<file path="config.mk">
export PLATFORM = sky130hd
export DESIGN_NAME = gps_ca_acq
export DESIGN_NICKNAME = d
export VERILOG_FILES = /design/src/rtl/gps_ca_acq.sv
export SDC_FILE = /design/constraint.sdc
export NUM_CORES = 1
export LEC_CHECK = 0
export CORE_ASPECT_RATIO = 1.25
export CORE_MARGIN = 10
export CORE_UTILIZATION = 52
export DETAILED_ROUTE_END_ITERATION = 8
export PLACE_DENSITY_LB_ADDON = 0.2
export SLEW_MARGIN = 25
export SYNTH_ARGS = -nofsm -noshare
export SYNTH_HDL_FRONTEND = slang
export SYNTH_SLANG_ARGS = --single-unit
</file>
<file path="constraint.sdc">
create_clock -name clk -period 5.4 [get_ports clk]
set_input_delay 1.08 -clock clk [delete_from_list [all_inputs] [get_ports clk]]
set_output_delay 1.08 -clock clk [all_outputs]
set_load 0.1 [all_outputs]
</file>
<file path="src/rtl/gps_ca_acq.sv">
`default_nettype none
// ============================================================================
// Module   : gps_ca_acq
// Brief    : Serial GPS L1 C/A code acquisition (one-chip slip per epoch).
// Revision : 1.0 - initial release
// ============================================================================
module gps_ca_acq #(
    parameter int EPOCH_LEN = 1023
) (
    input  logic       clk,
    input  logic       rst_n,
    input  logic       start,
    input  logic [3:0] tap_a,
    input  logic [3:0] tap_b,
    input  logic [9:0] thr,
    input  logic       din,
    input  logic       din_valid,
    output logic       locked,
    output logic [9:0] code_phase,
    output logic [9:0] corr_mag,
    output logic       epoch_done,
    output logic       search_fail,
    output logic       cfg_err
);

    localparam logic [9:0] c_last_idx = 10'(EPOCH_LEN - 1);

    typedef enum logic [1:0] {
        S_IDLE   = 2'd0,
        S_SEARCH = 2'd1,
        S_LOCKED = 2'd2
    } state_t;

    state_t             state_q, state_d;
    logic [10:1]        g1_q, g1_d, g2_q, g2_d;
    logic [3:0]         tap_a_q, tap_a_d, tap_b_q, tap_b_d;
    logic [9:0]         thr_q, thr_d;
    logic signed [10:0] acc_q, acc_d;
    logic [9:0]         cnt_q, cnt_d;
    logic               slip_q, slip_d;
    logic               locked_q, locked_d;
    logic [9:0]         code_phase_q, code_phase_d;
    logic [9:0]         corr_mag_q, corr_mag_d;
    logic               epoch_done_q, epoch_done_d;
    logic               search_fail_q, search_fail_d;
    logic               cfg_err_q, cfg_err_d;

    logic               w_taps_ok;
    logic [15:0]        w_g2_ext;
    logic               w_local;
    logic signed [10:0] w_acc_sum;
    logic [9:0]         w_mag;

    assign w_taps_ok = (tap_a != 4'd0) && (tap_a <= 4'd10) &&
                       (tap_b != 4'd0) && (tap_b <= 4'd10) && (tap_a != tap_b);

    // G2 stages sit at bit positions 1..10 so the tap value indexes directly.
    assign w_g2_ext  = {5'b0, g2_q, 1'b0};
    assign w_local   = g1_q[10] ^ w_g2_ext[tap_a_q] ^ w_g2_ext[tap_b_q];
    assign w_acc_sum = acc_q + ((din ~^ w_local) ? 11'sd1 : -11'sd1);
    assign w_mag     = w_acc_sum[10] ? 10'(-w_acc_sum) : w_acc_sum[9:0];

    always_comb begin
        state_d       = state_q;
        g1_d          = g1_q;
        g2_d          = g2_q;
        tap_a_d       = tap_a_q;
        tap_b_d       = tap_b_q;
        thr_d         = thr_q;
        acc_d         = acc_q;
        cnt_d         = cnt_q;
        slip_d        = slip_q;
        locked_d      = locked_q;
        code_phase_d  = code_phase_q;
        corr_mag_d    = corr_mag_q;
        epoch_done_d  = 1'b0;
        search_fail_d = 1'b0;
        cfg_err_d     = 1'b0;

        if (start) begin
            slip_d   = 1'b0;
            locked_d = 1'b0;
            if (w_taps_ok) begin
                tap_a_d      = tap_a;
                tap_b_d      = tap_b;
                thr_d        = thr;
                g1_d         = '1;
                g2_d         = '1;
                acc_d        = '0;
                cnt_d        = '0;
                code_phase_d = '0;
                state_d      = S_SEARCH;
            end else begin
                cfg_err_d = 1'b1;
                state_d   = S_IDLE;
            end
        end else if (din_valid && (state_q != S_IDLE)) begin
            if (slip_q) begin
                // Discarded chip: the local code falls one chip behind the input.
                slip_d = 1'b0;
            end else begin
                g1_d = {g1_q[9:1], g1_q[3] ^ g1_q[10]};
                g2_d = {g2_q[9:1], g2_q[2] ^ g2_q[3] ^ g2_q[6] ^ g2_q[8] ^ g2_q[9] ^ g2_q[10]};
                if (cnt_q == c_last_idx) begin
                    acc_d        = '0;
                    cnt_d        = '0;
                    corr_mag_d   = w_mag;
                    epoch_done_d = 1'b1;
                    if (w_mag >= thr_q) begin
                        state_d  = S_LOCKED;
                        locked_d = 1'b1;
                    end else begin
                        state_d  = S_SEARCH;
                        locked_d = 1'b0;
                        slip_d   = 1'b1;
                        if (code_phase_q == c_last_idx) begin
                            code_phase_d  = '0;
                            search_fail_d = 1'b1;
                        end else begin
                            code_phase_d = code_phase_q + 10'd1;
                        end
                    end
                end else begin
                    acc_d = w_acc_sum;
                    cnt_d = cnt_q + 10'd1;
                end
            end
        end
    end

    always_ff @(posedge clk or negedge rst_n) begin
        if (!rst_n) begin
            state_q       <= S_IDLE;
            g1_q          <= '1;
            g2_q          <= '1;
            tap_a_q       <= '0;
            tap_b_q       <= '0;
            thr_q         <= '0;
            acc_q         <= '0;
            cnt_q         <= '0;
            slip_q        <= 1'b0;
            locked_q      <= 1'b0;
            code_phase_q  <= '0;
            corr_mag_q    <= '0;
            epoch_done_q  <= 1'b0;
            search_fail_q <= 1'b0;
            cfg_err_q     <= 1'b0;
        end else begin
            state_q       <= state_d;
            g1_q          <= g1_d;
            g2_q          <= g2_d;
            tap_a_q       <= tap_a_d;
            tap_b_q       <= tap_b_d;
            thr_q         <= thr_d;
            acc_q         <= acc_d;
            cnt_q         <= cnt_d;
            slip_q        <= slip_d;
            locked_q      <= locked_d;
            code_phase_q  <= code_phase_d;
            corr_mag_q    <= corr_mag_d;
            epoch_done_q  <= epoch_done_d;
            search_fail_q <= search_fail_d;
            cfg_err_q     <= cfg_err_d;
        end
    end

    assign locked      = locked_q;
    assign code_phase  = code_phase_q;
    assign corr_mag    = corr_mag_q;
    assign epoch_done  = epoch_done_q;
    assign search_fail = search_fail_q;
    assign cfg_err     = cfg_err_q;

endmodule
`default_nettype wire

</file>
### After elaboration in Yosys (flattened, before gate mapping)

Index checks and enable logic that the tools add are counted.

| cells by class | value |
|---|---|
| bitwise logic cells | 11 |
| equality and inequality tests | 6 |
| muxes and demuxes | 57 |
| reductions and logical operators | 15 |
| $lt $le $gt $ge | 5 |
| add/sub/neg operators | 4 |

Operator list:

| cell | count |
|---|---|
| $mux W10 | 19 |
| $mux W11 | 6 |
| $mux W1 | 25 |
| $add A10 B1 Y10 const B | 2 |
| $eq A10 B10 Y1 const B | 2 |
| $add A11 B11 Y11 | 1 |
| $ge A10 B10 Y1 | 1 |
| $lt A4 B5 Y1 const B | 2 |
| $mux W2 | 5 |
| $neg A10 Y10 | 1 |
| $bmux W1 S4 | 2 |
| $le A4 B4 Y1 const B | 2 |
| $reduce_bool A4 Y1 | 2 |
| $xor A1 B1 Y1 | 8 |
| $reduce_and A3 Y1 | 2 |
| $reduce_bool A2 Y1 | 3 |
| $logic_and A1 B1 Y1 | 5 |
| $reduce_and A5 Y1 | 1 |
| $ne A2 B2 Y1 const B | 2 |
| $ne A4 B4 Y1 | 1 |
| $reduce_and A4 Y1 | 1 |
| $ne A2 B1 Y1 const B | 1 |
| $not A1 Y1 | 2 |
| $reduce_and A2 Y1 | 1 |
| $xnor A1 B1 Y1 | 1 |

| storage, ports and cells | value |
|---|---|
| logic and storage cells | 113 |
| output and inout port bits | 24 |
| bits in registers | 86 |

### Depth between registers and ports, before layout

| depth | value |
|---|---|
| depth after elaboration | 15 |
| gate-level depth with buffers | 25 |

### Least setup slack after synthesis

Ideal clock, no wire load.

| path | value |
|---|---|
| kind | input port to flip-flop |
| start point | input din |
| end point | register code_phase_q[3] (netlist: code_phase[3]) |
| data required time | 5330 ps |
| path slack | -580 ps |
| arrival time | 5911 ps |
| stages on the path | 23 |
| library setup time | 70 ps |
| cell sequence | xor2_1 > xnor3_2 > buf_4 > xnor2_1 > ha_1 > or4_1 > nor3_1 > nand2_1 > nor3_1 > mux2i_4 > xnor2_2 > a21oi_1 > o32ai_2 > xnor2_1 > ha_1 > a21o_1 > a21o_1 > a21o_1 > a211o_1 > a21oi_1 > o211ai_1 > or3b_1 > nand2_1 |

| on the way | value |
|---|---|
| cells in the longest elaborated chain, start to end | 8 |

RTL lines:

| what | RTL line | text |
|---|---|---|
| from (decl) | 16 | `input logic din,` |
| $xnor A1 B1 Y1 * | 60 | `assign w_acc_sum = acc_q + ((din ~^ w_local) ? 11'sd1 : -11'sd1);` |
| $mux W11 * | 60 |  |
| $add A11 B11 Y11 * | 60 |  |
| $neg A10 Y10 | 61 | `assign w_mag = w_acc_sum[10] ? 10'(-w_acc_sum) : w_acc_sum[9:0];` |
| $mux W10 * | 61 |  |
| net w_mag[2] | 52 | `logic [9:0] w_mag;` |
| $ge A10 B10 Y1 * | 109 | `if (w_mag >= thr_q) begin` |
| $ne A2 B2 Y1 (no source line) * | n/a |  |
| $reduce_and A5 Y1 (no source line) * | n/a |  |
| to (signal assigned) | 159 | `code_phase_q <= code_phase_d;` |
| to (decl) | 42 | `logic [9:0] code_phase_q, code_phase_d;` |

The timed path passes the listed nets; every way through them passes the cells marked *.
A chain may end at the register's enable or synchronous reset.

### Final worst setup path

Ends and elaborated chain as after synthesis.

==> metrics.md <==
| Metric | Value |
|---|---|
| Reg-to-reg startpoint | g2_q[8]$_DFFE_PN1P_ |
| Met2 usage | 28.1% |
| Failing checks | negative setup slack |
| Seq cells post-synth | 85 |
| Final setup margin | -274 ps |
| RSZ-0062 raised after global routing | true |
| Area Overhead vs Synth | 27.0% |
| Via count | 3986 |
| Vias in the first global route | 3948 |
| Fin. Hold Viols | 0 |
| Max-slew violations | 0 |
| CTS Buf Count | 9 |
| HP Start | corr_mag[1]$_DFFE_PN0P_ |
| Antenna Nets Post-Route | 0 |
| Core Footprint | 9030 µm² |
| Synth area leaders | dfrtp_1 34%, dfstp_2 11%, mux2_2 6.1% |
| Setup CP Type | primary input to flop |
| GRT met3 Usage | 4.12% |
| Post-route minimum period | 5670 ps |
| EDFF count, synth | 0 |
| Vias/cell | 5.74 |
| CTS Buffer Depth | 2 |
| CP Data Arrival Time | 5960 ps |
| Fraction of registers with async set/reset | 100% |
| Req. time, crit path | 5690 ps |
| Largest net degree at the start of global routing | 47 |
| DRC errors left | 0 |
| Post-Syn Area per Cell | 9.73 µm² |
| Row count | 39 |
| Worst Path Max Fanout | 4 |
| GRT Util Overall | 17.4% |
| Initial core utilization | 52.8% |
| Post-Syn Instances | 490 |
| Synth cell types | 58 |
| Gr ovfl total | 0 |
| Post-Syn Nets | 528 |
| Post-synth top cells | 65 x dfrtp_1, 59 x nand2_1, 47 x o21ai_0, 45 x nor2_1, 26 x mux2_2 |
| Port Buffers | 46 |
| Reg2Reg Depth | 24 |
| DRT Wirelength | 11600 µm |
| Synth Warn # | 0 |
| Hold_buf cts | 0 |
| CP Capture Type | flop |
| Hold depth | 2 |
| Syn Std Cell Area | 4770 µm² |
| Final instance area | 6050 µm² |
| Die Height | 127 µm |
| DP HPWL | 8120 µm |
| DR iter-0 viols | 258 |
| Tot Pwr | 4040 µW |
| Worst rel slew slack | 32.6% |
| Fmax | 0.176 GHz |
| Worst-Skew Late Latency | 350 ps |
| Initial antenna violation count | 0 |
| Leakage | 0.00272 µW |
| Hold slack | 475 ps |
| Detailed Routing Iterations Pass 1 | 4 |
| Most used routing layer | met2 |
| Hold Crit Endpoint | corr_mag[1]$_DFFE_PN0P_ |
| CTS tree | done |
| Top cell type's share of synthesized area | 34.1% |
| Maximum vdd drop | 0.000536 V |
| Drt wl/cell | 16.7 µm |
| Hold crit path type | flop to flop |
| Maxcap violations | 0 |
| PwrDens | 667 nW/µm² |
| Die X | 106 µm |
| Most common cell in the netlist | dfrtp_1 |
| Final GP Congestion | 0.880 |
| Ant diodes | 0 |
| Area of the die | 13400 µm² |
| Worst Tran Pin Value | 1010 ps |
| Root buf cell | clkbuf_16 |
| Worst reg2reg setup slack | -270 ps |
| Fin crit share | 105% |
| First-pass GRT wire length | 19300 µm |
| Final nets | 605 |
| Placed Area | 5570 µm² |
| Reg clk slew, reported paths | 60 ps |
| Status | complete, but fails checks |
| CTS sink cnt | 85 |
| Num ports | 47 |
| Setup Skew | 7.12 ps |
| Grt met1 use | 21.6% |
| Reg-to-Reg End | code_phase[3]$_DFFE_PN0P_ |
| Core Util, Final | 67.1% |
| Sequential-to-total area share from yosys stat | 45.1% |
| H-tree depth | 3 |
| Dominant synthesized flop cell | dfrtp_1 |
| Yosys top cell by area | dfrtp_1 |
| CP startpoint kind | primary input |
| Setup-failing EPs final | 13 |
| Share of post-route cells with drive strength above 1 | 24.8% |
==> critical path, stage by stage <==
cell,delay [ps]
dlygate4sd2_1,240
xor2_1,220
xnor3_2,400
xnor2_2,150
ha_2,190
or4_4,440
nor3_4,160
nand2_2,100
nor3_4,190
mux2i_4,120
xor2_2,170
nor2_1,130
xor2_1,260
ha_1,290
a21o_1,160
a21o_1,170
a21o_1,170
a21o_1,190
a211o_1,310
a21oi_2,160
o211ai_1,170
or3b_1,410
nand2_1,80
==> layout make-up <==
type | count | area [µm²]
Clock buffer | 10 | 229
Clock inverter | 6 | 63.8
Fill cell | 694 | 2970
Inverter | 17 | 63.8
Multi-Input combinational cell | 368 | 2630
Sequential cell | 85 | 2150
Tap cell | 123 | 154
Timing Repair Buffer | 86 | 757
==> layout by cell type (no fill, tap or decap), drive strengths merged, types with 6 or more instances in the layout <==
master,count
and3,9
nand2,59
ha,15
mux2,28
buf,41
dfstp,20
o31ai,7
xnor2,17
a21oi,14
o21ai,59
xor2,14
nor3,10
nand3,13
dfrtp,65
a21o,6
o41ai,6
nor2,45
a31oi,6
clkdlybuf4s50,44
inv,17
clkbuf,10
mux2i,8
==> sequential cells by signal, indices dropped and copies added, names as in the netlist, 10 cells and up <==
register,cells
acc_q,11
cnt_q,10
code_phase,10
corr_mag,10
g1_q,10
g2_q,10
thr_q,10
==> logic make-up after synthesis <==
group                      Yosys count  synth area share (%)
AOI/OAI and AO/OA                  118                  15.9
DFF                                 85                  45.1
adders and majority gates           15                  3.94
xor gates and xnor gates            32                  6.35
muxes                               38                  9.58
buffers and inverters               37                  2.99
and+or+nand+nor                    165                  16.1
==> layer usage <==
layer	wire length [µm]	share of wire (%)	up-vias
li1	-	-	1902
met1	5070	44	1961
met2	5730	49	101
met3	600	5.2	22
met4	192	1.7	0
met5	0	0	-
==> report_power, final <==
group / total [µW] / internal (µW) / switching [µW] / leakage [µW]
logic: 2450 / 1240 / 1210 / 0.00153
clock network: 616 / 357 / 259 / 0.000138
registers: 972 / 802 / 169 / 0.00106
total: 4040 / 2400 / 1640 / 0.00272
==> what timing repair did <==
action / CTS / global route
buffers inserted: 3 / 6
endpoints found under the setup margin: 14 / 14
resized for setup: 13 / 15
pin swaps: 10 / 10
==> worst max path at each step <==
stage | endpoint | slack [ps] | cells after the start | start
6_report | code_phase[3]$_DFFE_PN0P_ | -270 | 23 | din
3_3_place_gp | code_phase[6]$_DFFE_PN0P_ | -610 | 23 | din
5_1_grt | code_phase[3]$_DFFE_PN0P_ | -520 | 24 | tap_b_q[1]$_DFFE_PN0P_
4_1_cts | code_phase[3]$_DFFE_PN0P_ | -210 | 24 | g2_q[8]$_DFFE_PN1P_
2_1_floorplan | code_phase[3]$_DFFE_PN0P_ | -260 | 25 | g2_q[8]$_DFFE_PN1P_
3_5_place_dp | code_phase[6]$_DFFE_PN0P_ | -750 | 23 | din
==> stage by stage <==
step / TNS (ps) / setup WS, ps / instances
after floorplan: -1040 / -258 / 490
after global placement: -7200 / -608 / 670
after detailed placement: -8940 / -747 / 670
after CTS: -1540 / -211 / 689
after global routing: -5610 / -522 / 695
final: -2370 / -274 / 695
Note: power is estimated with default switching activity, not from simulation.
